[src/rtl/bls_search_ctrl_if.sv]
// Control bus of the basic-layer integer search sequencer: request handshake, PE array pins, ref memory read pins.
// With BLS_ABORT_EN defined the bus also carries the abort request.
interface bls_search_ctrl_if #(
  parameter int ADDR_W = 7
);
  logic              start;
  logic              busy;
  logic              done;
  logic              in_curr_enable;
  logic              CB_select;
  logic [1:0]        abs_Control;
  logic              ref_input_Control;
  logic              change_ref;
  logic              rd8R_en;
  logic [ADDR_W-4:0] rdR_sel;
  logic [ADDR_W-1:0] rd_address;
`ifdef BLS_ABORT_EN
  logic              abort;

  modport master (
    input  start, abort,
    output busy, done, in_curr_enable, CB_select, abs_Control,
           ref_input_Control, change_ref, rd8R_en, rdR_sel, rd_address
  );
  modport slave (
    output start, abort,
    input  busy, done, in_curr_enable, CB_select, abs_Control,
           ref_input_Control, change_ref, rd8R_en, rdR_sel, rd_address
  );
`else
  modport master (
    input  start,
    output busy, done, in_curr_enable, CB_select, abs_Control,
           ref_input_Control, change_ref, rd8R_en, rdR_sel, rd_address
  );
  modport slave (
    output start,
    input  busy, done, in_curr_enable, CB_select, abs_Control,
           ref_input_Control, change_ref, rd8R_en, rdR_sel, rd_address
  );
`endif
endinterface

[src/rtl/bls_search_ctrl.sv]
// Sequencer for one integer-search block: LOAD -> PRE -> SRCH -> DRAIN -> DONE, all outputs registered.
// Optional macro BLS_ABORT_EN adds an abort request that returns the FSM to IDLE without a done pulse.
module bls_search_ctrl #(
  parameter int CURR_ROWS   = 64,
  parameter int PRE_ROWS    = 8,
  parameter int SEARCH_ROWS = 128,
  parameter int DRAIN_CYC   = 4,
  parameter int ADDR_W      = 7
) (
  input  logic              clk,
  input  logic              rst_n,
  bls_search_ctrl_if.master bus
);

  localparam logic [2:0] S_IDLE  = 3'd0;
  localparam logic [2:0] S_LOAD  = 3'd1;
  localparam logic [2:0] S_PRE   = 3'd2;
  localparam logic [2:0] S_SRCH  = 3'd3;
  localparam logic [2:0] S_DRAIN = 3'd4;
  localparam logic [2:0] S_DONE  = 3'd5;

  localparam int M_A   = (CURR_ROWS > SEARCH_ROWS) ? CURR_ROWS : SEARCH_ROWS;
  localparam int M_B   = (PRE_ROWS > DRAIN_CYC) ? PRE_ROWS : DRAIN_CYC;
  localparam int CNT_W = $clog2(((M_A > M_B) ? M_A : M_B) + 1);

  // Zero-length PRE/DRAIN never reach their own state, so their all-ones last value is harmless.
  localparam logic [CNT_W-1:0] LOAD_LAST  = CNT_W'(CURR_ROWS - 1);
  localparam logic [CNT_W-1:0] PRE_LAST   = CNT_W'(PRE_ROWS - 1);
  localparam logic [CNT_W-1:0] SRCH_LAST  = CNT_W'(SEARCH_ROWS - 1);
  localparam logic [CNT_W-1:0] DRAIN_LAST = CNT_W'(DRAIN_CYC - 1);
  localparam logic [2:0] AFTER_LOAD = (PRE_ROWS > 0) ? S_PRE : S_SRCH;
  localparam logic [2:0] AFTER_SRCH = (DRAIN_CYC > 0) ? S_DRAIN : S_DONE;

  logic [2:0]        r_state;
  logic [CNT_W-1:0]  r_cnt;
  logic              r_busy, r_done, r_in_curr, r_cb, r_ref_in, r_change_ref, r_rd8r;
  logic [1:0]        r_abs;
  logic [ADDR_W-1:0] r_rd_address;

  logic [2:0]        w_state_next;
  logic [CNT_W-1:0]  w_cnt_next;
  logic              w_accept, w_kill;
  logic [1:0]        w_abs_next;
  logic [ADDR_W-1:0] w_addr_next;

  assign w_accept = (r_state == S_IDLE) && bus.start;
`ifdef BLS_ABORT_EN
  assign w_kill = (r_state != S_IDLE) && bus.abort;
`else
  assign w_kill = 1'b0;
`endif

  always_comb begin
    w_state_next = r_state;
    w_cnt_next   = r_cnt + 1'b1;
    case (r_state)
      S_IDLE: begin
        w_cnt_next = '0;
        if (bus.start) w_state_next = S_LOAD;
      end
      S_LOAD:  if (r_cnt == LOAD_LAST)  begin w_state_next = AFTER_LOAD; w_cnt_next = '0; end
      S_PRE:   if (r_cnt == PRE_LAST)   begin w_state_next = S_SRCH;     w_cnt_next = '0; end
      S_SRCH:  if (r_cnt == SRCH_LAST)  begin w_state_next = AFTER_SRCH; w_cnt_next = '0; end
      S_DRAIN: if (r_cnt == DRAIN_LAST) begin w_state_next = S_DONE;     w_cnt_next = '0; end
      default: begin w_state_next = S_IDLE; w_cnt_next = '0; end
    endcase
    if (w_kill) begin
      w_state_next = S_IDLE;
      w_cnt_next   = '0;
    end
  end

  // Outputs are decoded from the next state so they line up with the state they describe.
  always_comb begin
    w_abs_next  = 2'b00;
    w_addr_next = '0;
    case (w_state_next)
      S_PRE:   w_addr_next = ADDR_W'(w_cnt_next);
      S_SRCH: begin
        w_addr_next = ADDR_W'(PRE_ROWS) + ADDR_W'(w_cnt_next);
        w_abs_next  = (w_cnt_next == '0) ? 2'b10 : 2'b01;
      end
      S_DRAIN: w_abs_next = 2'b01;
      default: ;
    endcase
  end

  always_ff @(posedge clk or negedge rst_n) begin
    if (!rst_n) begin
      r_state      <= S_IDLE;
      r_cnt        <= '0;
      r_busy       <= 1'b0;
      r_done       <= 1'b0;
      r_in_curr    <= 1'b0;
      r_cb         <= 1'b0;
      r_abs        <= 2'b00;
      r_ref_in     <= 1'b0;
      r_change_ref <= 1'b0;
      r_rd8r       <= 1'b0;
      r_rd_address <= '0;
    end else begin
      r_state      <= w_state_next;
      r_cnt        <= w_cnt_next;
      r_busy       <= (w_state_next != S_IDLE);
      r_done       <= (w_state_next == S_DONE);
      r_in_curr    <= (w_state_next == S_LOAD);
      r_abs        <= w_abs_next;
      r_ref_in     <= (w_state_next == S_PRE);
      r_change_ref <= (w_state_next == S_SRCH);
      r_rd8r       <= (w_state_next == S_PRE) || (w_state_next == S_SRCH);
      r_rd_address <= w_addr_next;
      if (w_kill)        r_cb <= 1'b0;
      else if (w_accept) r_cb <= ~r_cb;
    end
  end

  assign bus.busy              = r_busy;
  assign bus.done              = r_done;
  assign bus.in_curr_enable    = r_in_curr;
  assign bus.CB_select         = r_cb;
  assign bus.abs_Control       = r_abs;
  assign bus.ref_input_Control = r_ref_in;
  assign bus.change_ref        = r_change_ref;
  assign bus.rd8R_en           = r_rd8r;
  assign bus.rd_address        = r_rd_address;
  assign bus.rdR_sel           = r_rd_address[ADDR_W-1:3];

endmodule

[src/flat_wrapper.sv]
// flat-port wrapper written by rule: the top's interface ports become plain ports
module bls_search_ctrl_flat 
#(
  parameter int CURR_ROWS   = 64,
  parameter int PRE_ROWS    = 8,
  parameter int SEARCH_ROWS = 128,
  parameter int DRAIN_CYC   = 4,
  parameter int ADDR_W      = 7
)
  (clk, rst_n, bus_start, bus_busy, bus_done, bus_in_curr_enable, bus_CB_select, bus_abs_Control, bus_ref_input_Control, bus_change_ref, bus_rd8R_en, bus_rdR_sel, bus_rd_address);
  bls_search_ctrl_if #(.ADDR_W(ADDR_W)) bus_i ();
  input  logic clk;
  input  logic rst_n;
  input wire logic [$bits(bus_i.start)-1:0] bus_start;
  output wire logic [$bits(bus_i.busy)-1:0] bus_busy;
  output wire logic [$bits(bus_i.done)-1:0] bus_done;
  output wire logic [$bits(bus_i.in_curr_enable)-1:0] bus_in_curr_enable;
  output wire logic [$bits(bus_i.CB_select)-1:0] bus_CB_select;
  output wire logic [$bits(bus_i.abs_Control)-1:0] bus_abs_Control;
  output wire logic [$bits(bus_i.ref_input_Control)-1:0] bus_ref_input_Control;
  output wire logic [$bits(bus_i.change_ref)-1:0] bus_change_ref;
  output wire logic [$bits(bus_i.rd8R_en)-1:0] bus_rd8R_en;
  output wire logic [$bits(bus_i.rdR_sel)-1:0] bus_rdR_sel;
  output wire logic [$bits(bus_i.rd_address)-1:0] bus_rd_address;
  assign bus_i.start = bus_start;
  assign bus_busy = bus_i.busy;
  assign bus_done = bus_i.done;
  assign bus_in_curr_enable = bus_i.in_curr_enable;
  assign bus_CB_select = bus_i.CB_select;
  assign bus_abs_Control = bus_i.abs_Control;
  assign bus_ref_input_Control = bus_i.ref_input_Control;
  assign bus_change_ref = bus_i.change_ref;
  assign bus_rd8R_en = bus_i.rd8R_en;
  assign bus_rdR_sel = bus_i.rdR_sel;
  assign bus_rd_address = bus_i.rd_address;
  bls_search_ctrl #(.CURR_ROWS(CURR_ROWS), .PRE_ROWS(PRE_ROWS), .SEARCH_ROWS(SEARCH_ROWS), .DRAIN_CYC(DRAIN_CYC), .ADDR_W(ADDR_W)) u_core (.clk(clk), .rst_n(rst_n), .bus(bus_i));
endmodule
[config.mk]
export PLATFORM = sky130hd
export DESIGN_NAME = bls_search_ctrl_flat
export DESIGN_NICKNAME = d
export VERILOG_FILES = /design/src/rtl/bls_search_ctrl_if.sv /design/src/rtl/bls_search_ctrl.sv /design/src/flat_wrapper.sv
export SDC_FILE = /design/constraint.sdc
export NUM_CORES = 1
export LEC_CHECK = 0
export CAP_MARGIN = 30
export CORE_ASPECT_RATIO = 0.7
export CORE_MARGIN = 1
export CORE_UTILIZATION = 35
export DETAILED_ROUTE_END_ITERATION = 8
export GPL_TIMING_DRIVEN = 1
export PLACE_DENSITY = 0.65
export SYNTH_ARGS = -nofsm -noshare
export SYNTH_HDL_FRONTEND = slang
export SYNTH_SLANG_ARGS = --single-unit
[constraint.sdc]
create_clock -name clk -period 2.25 [get_ports clk]
set_input_delay 0.5625 -clock clk [delete_from_list [all_inputs] [get_ports clk]]
set_output_delay 0.5625 -clock clk [all_outputs]
set_load 0.005 [all_outputs]
# ---- Word-level counts from Yosys, hierarchy flattened
# Cells that the tools add are included.
# W data, S select, Z words.
dict set report word_totals {
  regBits 27
  in_bits 3
  output_inout_bits 20
  elab_cells 46
}
dict set report classes {
  n_addsub 2
  eq_ne 13
  n_mux 14
  bitwise_logic 1
  reduce_logical 5
}
# operator n
set op_table {}
lappend op_table {{$mux W8} 4}
lappend op_table {{$pmux W8 S4} 1}
lappend op_table {{$mux W3} 5}
lappend op_table {{$pmux W3 S5} 1}
lappend op_table {{$pmux W7 S2} 1}
lappend op_table {{$eq A3 B2 Y1 const B} 4}
lappend op_table {{$eq A3 B3 Y1 const B} 3}
lappend op_table {{$add A8 B1 Y8 const B} 1}
lappend op_table {{$eq A8 B2 Y1 const B} 1}
lappend op_table {{$eq A8 B3 Y1 const B} 1}
lappend op_table {{$eq A8 B6 Y1 const B} 1}
lappend op_table {{$eq A8 B7 Y1 const B} 1}
lappend op_table {{$logic_not A8 Y1} 1}
lappend op_table {{$add A4 B7 Y7 const A} 1}
lappend op_table {{$eq A3 B1 Y1 const B} 2}
lappend op_table {{$pmux W2 S2} 1}
lappend op_table {{$logic_not A3 Y1} 1}
lappend op_table {{$reduce_bool A3 Y1} 1}
lappend op_table {{$mux W2} 1}
lappend op_table {{$logic_and A1 B1 Y1} 1}
lappend op_table {{$logic_or A1 B1 Y1} 1}
lappend op_table {{$not A1 Y1} 1}

# ---- Logic depth before layout (Yosys ltp)
dict set report depth {
  ltp_word 6
  ltp_mapped 9
  depth_no_buf 8
}

# ---- Least setup slack after synthesis
# OpenSTA, ideal clock, no wires.
dict set report synth_timing {
  path_type {register -> register}
  from {reg u_core.r_cnt[0]}
  to {reg u_core.r_rd_address[5] (netlist: u_core.bus.rd_address[5])}
  setup_time_ns 0.073
  arrival_time_ns 2.222
  t_required_ns 2.177
  setup_slack_ns -0.046
  path_stages_with_launch 10
  synth_period_minus_slack_ns 2.296
  cell_sequence {dfrtp_1 ha_1 nand2b_1 a211o_1 a32oi_2 buf_6 nor2_1 ha_1 a211o_1 a21oi_2}
}
dict set report synth_between {
  elab_chain_len 5
  elab_cells_between_ends 19
}
# item line_no
set synth_lines {}
lappend synth_lines {{start, declared} bls_search_ctrl.sv:35} ;# logic [CNT_W-1:0] r_cnt;
lappend synth_lines {{start signal, assigned} bls_search_ctrl.sv:103} ;# r_cnt <= w_cnt_next;
lappend synth_lines {{$add A8 B1 Y8, or another cell as far along} bls_search_ctrl.sv:55} ;# w_cnt_next = r_cnt + 1'b1;
lappend synth_lines {{$mux W8, on equally long branches} --}
lappend synth_lines {{$pmux W8 S4 (*)} bls_search_ctrl.sv:56} ;# case (r_state)
lappend synth_lines {{via u_core.w_cnt_next[3]} bls_search_ctrl.sv:41} ;# logic [CNT_W-1:0] w_cnt_next;
lappend synth_lines {{$add A4 B7 Y7 (*)} bls_search_ctrl.sv:80} ;# w_addr_next = ADDR_W'(PRE_ROWS) + ADDR_W'(w_cnt_next);
lappend synth_lines {{$pmux W7 S2 (*)} bls_search_ctrl.sv:77} ;# case (w_state_next)
lappend synth_lines {{via u_core.w_addr_next[5]} bls_search_ctrl.sv:44} ;# logic [ADDR_W-1:0] w_addr_next;
lappend synth_lines {{end signal, assigned} bls_search_ctrl.sv:111} ;# r_rd_address <= w_addr_next;
lappend synth_lines {{end, declared} bls_search_ctrl.sv:38} ;# logic [ADDR_W-1:0] r_rd_address;
# Mark *: on every way through the listed nets, which the timed path passes. The rest lies on a longest branch.
# A chain may end at the register's enable or synchronous reset.

# ---- Worst setup path after layout
dict set report layout_timing {
  from {reg u_core.r_cnt[1]}
  to {reg u_core.r_rd_address[5] (netlist: u_core.bus.rd_address[5])}
}
# The elaborated chain is that of the path after synthesis.

==> metrics.md <==
| Metric | Value |
|---|---|
| Gr ovfl total | `0` |
| CP Launch Type | `flip-flop` |
| Minimum clock period | `~2.1 ns` |
| Critical path's slowest cell | `dfrtp_1` |
| Htree depth | `1` |
| Post-Syn Instances | `approximately 140` |
| DRT iter0 DRCs | `just under 80` |
| Largest delay share family, worst path | `compound AO/OA/AOI/OAI gates` |
| Post-synth top area share | `between 40% and 50%` |
| Crit path required time | `approximately 2.5 ns` |
| Chip height | `about 56 um` |
| Worst EP arrival | `approximately 2.4 ns` |
| Fillers | `approximately 370` |
| Port buffer count | `22` |
| Hold_ws | `~0.48 ns` |
| Fraction of layout cells with a size suffix above 1 | `22.8%` |
| Root Buffer | `clkbuf_8` |
| Drt wl/cell | `14.7 um` |
| Initial Utilization | `a little under two fifths` |
| Largest net degree at the start of global routing | `28` |
| Placer Congestion | `0.902` |
| Later-pin clock latency in the skew report | `0.28 ns` |
| Fin. Hold Viols | `0` |
| Setup TNS | `0 ns` |
| Max Freq | `469 MHz` |
| Via density | `about 5` |
| Power, Total | `~0.79 mW` |
| EDFF count, synth | `0` |
| YS warnings | `0` |
| Core area | `0.00399 mm^2` |
| WHS Path Cells | `1` |
| Part of the cycle the worst path needs | `between 90% and 100%` |
| Clock skew | `0.0145 ns` |
| DIE AREA | `0.00451 mm^2` |
| Peak VDD IR | `0.000282 V` |
| Via Count | `between 1,000 and 1,500` |
| Clock sinks | `27` |
| Most frequent cell after synthesis | `dfrtp_1` |
| Synthesized area per cell | `around 11 um^2` |
| CP max stage delay | `~0.37 ns` |
| Final worst setup slack | `between 0.1 and 0.15 ns` |
| CTS tree | `yes` |
| R2r endpoint | `u_core.bus.rd_address[5]$_DFF_PN0_` |
| Post-DRT Antenna Nets | `0` |
| Reg area | `roughly 680 um^2` |
| Hold_sp | `u_core.bus.CB_select$_DFFE_PN0P_` |
| Initial antenna violation count | `0` |
| Crit path kind | `reg -> reg` |
| Seq/Total Area, Yosys | `a little under half` |
| Crit path buffers/inverters | `0` |
| CTS Hold Buffers Added | `0` |
| Final-report setup violation count | `0` |
| Max cap viols | `0` |
| Ranking of synthesized cells by area | `dfrtp_1 46%, nor2_1 2.3%, nand2b_1 2.1%` |
| Top-level I/O count | `23` |
| Leakage | `between 0.7 and 0.8 nW` |
| Status | `complete, no violations` |
| FP Rows | `19` |
| Unrepaired setup endpoints after global routing | `no` |
| Reg2reg setup slack | `about 0.12 ns` |
| Vias in the first global route | `1,045` |
| Register bit count reported by yosys | `27` |
| FFs w/ async S/R, synth | `100%` |
| Syn-to-layout area delta | `25.0%` |
| Reg-to-Reg Start | `u_core.r_cnt[1]$_DFF_PN0_` |
| Ys flop type | `dfrtp_1` |
| Syn nets | `142` |
| Worst-Margin Slew | `~0.55 ns` |
| Total CTS buffers | `3` |
| Worst reg2reg path depth | `8` |
| Hold WC Path Type | `reg -> reg` |
| Final wirelength | `about 3200 um` |
| Mapped Area | `about 0.0015 mm^2` |
| Area of the multi-input gates | `711 um^2` |
| Synth top cells by count | `27 x dfrtp_1, 9 x nor2_1, 8 x nand2_1` |
| Critical-path cell list | `ha_2 > nor3b_4 > o2111ai_1 > a32oi_2 > nor2_1 > ha_1 > a211o_1 > a21oi_2` |
| Worst Path Max Fanout | `5` |
| Drt pass-1 iters | `4` |
| Largest area contributor in the netlist | `dfrtp_1` |
| CTS Buffer Depth | `2` |
| Max-slew violations | `0` |
| Cell Pwr Density | `423 mW/mm^2` |
| Total GRT Usage | `15.7%` |
| Worst setup path startpoint | `u_core.r_cnt[1]$_DFF_PN0_` |
| Max-slew headroom | `63.0%` |
| Drc violations | `0` |
| Clk slew on worst S/H paths | `~0.1 ns` |
| Die Span X | `between 70 and 80 um` |
| Final nets | `173` |
| Worst slack, placed | `roughly 0.086 ns` |
| Hold endpoint | `u_core.bus.CB_select$_DFFE_PN0P_` |
| CP Capture Type | `flip-flop` |
| Number of antenna repair diodes | `0` |
| Hpwl dp | `roughly 2500 um` |
| Yosys cell types | `53` |
| Global-route wire length before repair | `5380 um` |
==> cells by family after synthesis <==
| logic type | synth area share (%) |
|---|---|
| xor gates and xnor gates | 2.95 |
| muxes | 2.19 |
| buffers and inverters | 6.74 |
| AOI/OAI and AO/OA | 15.9 |
| DFF | 45.5 |
| and+or+nand+nor | 25.0 |
| adders and majority gates | 1.69 |
==> layer usage <==
metal | vias up | share of wire, % | global-route usage (%)
met5 | - | 0 | 0
met1 | 528 | 55 | 26.5
met2 | 26 | 39 | 20.1
met3 | 5 | 5.2 | 3.90
li1 | 547 | - | -
met4 | 0 | 0.96 | 1.53
==> how the worst max path moves through the flow <==
stage,to,slack [ns],depth (start not counted)
3_3_place_gp,u_core.bus.rd_address[5]$_DFF_PN0_,0.15,7
4_1_cts,u_core.bus.rd_address[5]$_DFF_PN0_,0.09,8
6_report,u_core.bus.rd_address[5]$_DFF_PN0_,0.12,8
2_1_floorplan,u_core.bus.rd_address[5]$_DFF_PN0_,0.007,9
5_1_grt,u_core.bus.rd_address[5]$_DFF_PN0_,0.02,8
3_5_place_dp,u_core.bus.rd_address[5]$_DFF_PN0_,0.09,7
==> state kept, by name (all words and copies together) (netlist names) <==
name                          cells
u_core.bus.busy                   1
u_core.bus.change_ref             1
u_core.bus.in_curr_enable         1
u_core.bus.ref_input_Control      1
u_core.bus.done                   1
u_core.bus.CB_select              1
u_core.r_state                    3
u_core.bus.rd8R_en                1
u_core.r_cnt                      8
u_core.bus.rd_address             7
u_core.bus.abs_Control            2
==> metrics by stage <==
step           cell area [um^2]  std cells  utilization, %
2_1_floorplan              1490        137               -
3_3_place_gp               1790        213            44.9
3_5_place_dp               1790        213            44.9
4_1_cts                    1840        217            46.1
5_1_grt                    1860        219            46.5
6_report                   1860        219            46.5
==> layout make-up <==
cell class                      count  area share (%)
Clock buffer                        3            2.23
Clock inverter                      1           0.405
Inverter                            6            1.21
Multi-Input combinational cell     93            38.3
Sequential cell                    27            36.4
Tap cell                           52            3.51
Timing Repair Buffer               37            17.9
==> timing repair <==
| action | in CTS | in global routing |
|---|---|---|
| setup endpoints to repair | 0 | 1 |
| buffers inserted | 0 | 2 |
| resized for setup | 0 | 0 |
==> cell usage in the layout (no fill, tap or decap), types with 2 or more instances in the layout <==
cell type        instances
dfrtp_1                 27
nor4_1                   2
a21oi_1                  4
inv_2                    2
a211o_1                  2
clkdlybuf4s50_1         22
or3b_1                   2
and2_1                   2
xor2_1                   3
xnor2_1                  2
o21bai_1                 2
nand2_1                  8
nand2b_1                 5
buf_4                   15
nor2_1                   9
nor2b_1                  4
o21a_1                   2
inv_1                    4
o21ai_0                  2
nor3_1                   4
clkbuf_8                 3
a211oi_2                 2
nand3_1                  6
nor3_2                   2
==> where the power goes <==
part | internal (mW) | total (mW) | switching, mW
clock | 0.126 | 0.280 | 0.155
sequential | 0.486 | 0.486 | 0.000659
combinational | 0.00726 | 0.0184 | 0.0111
total | 0.619 | 0.785 | 0.166
No activity file was read; power rests on OpenSTA's default activity.
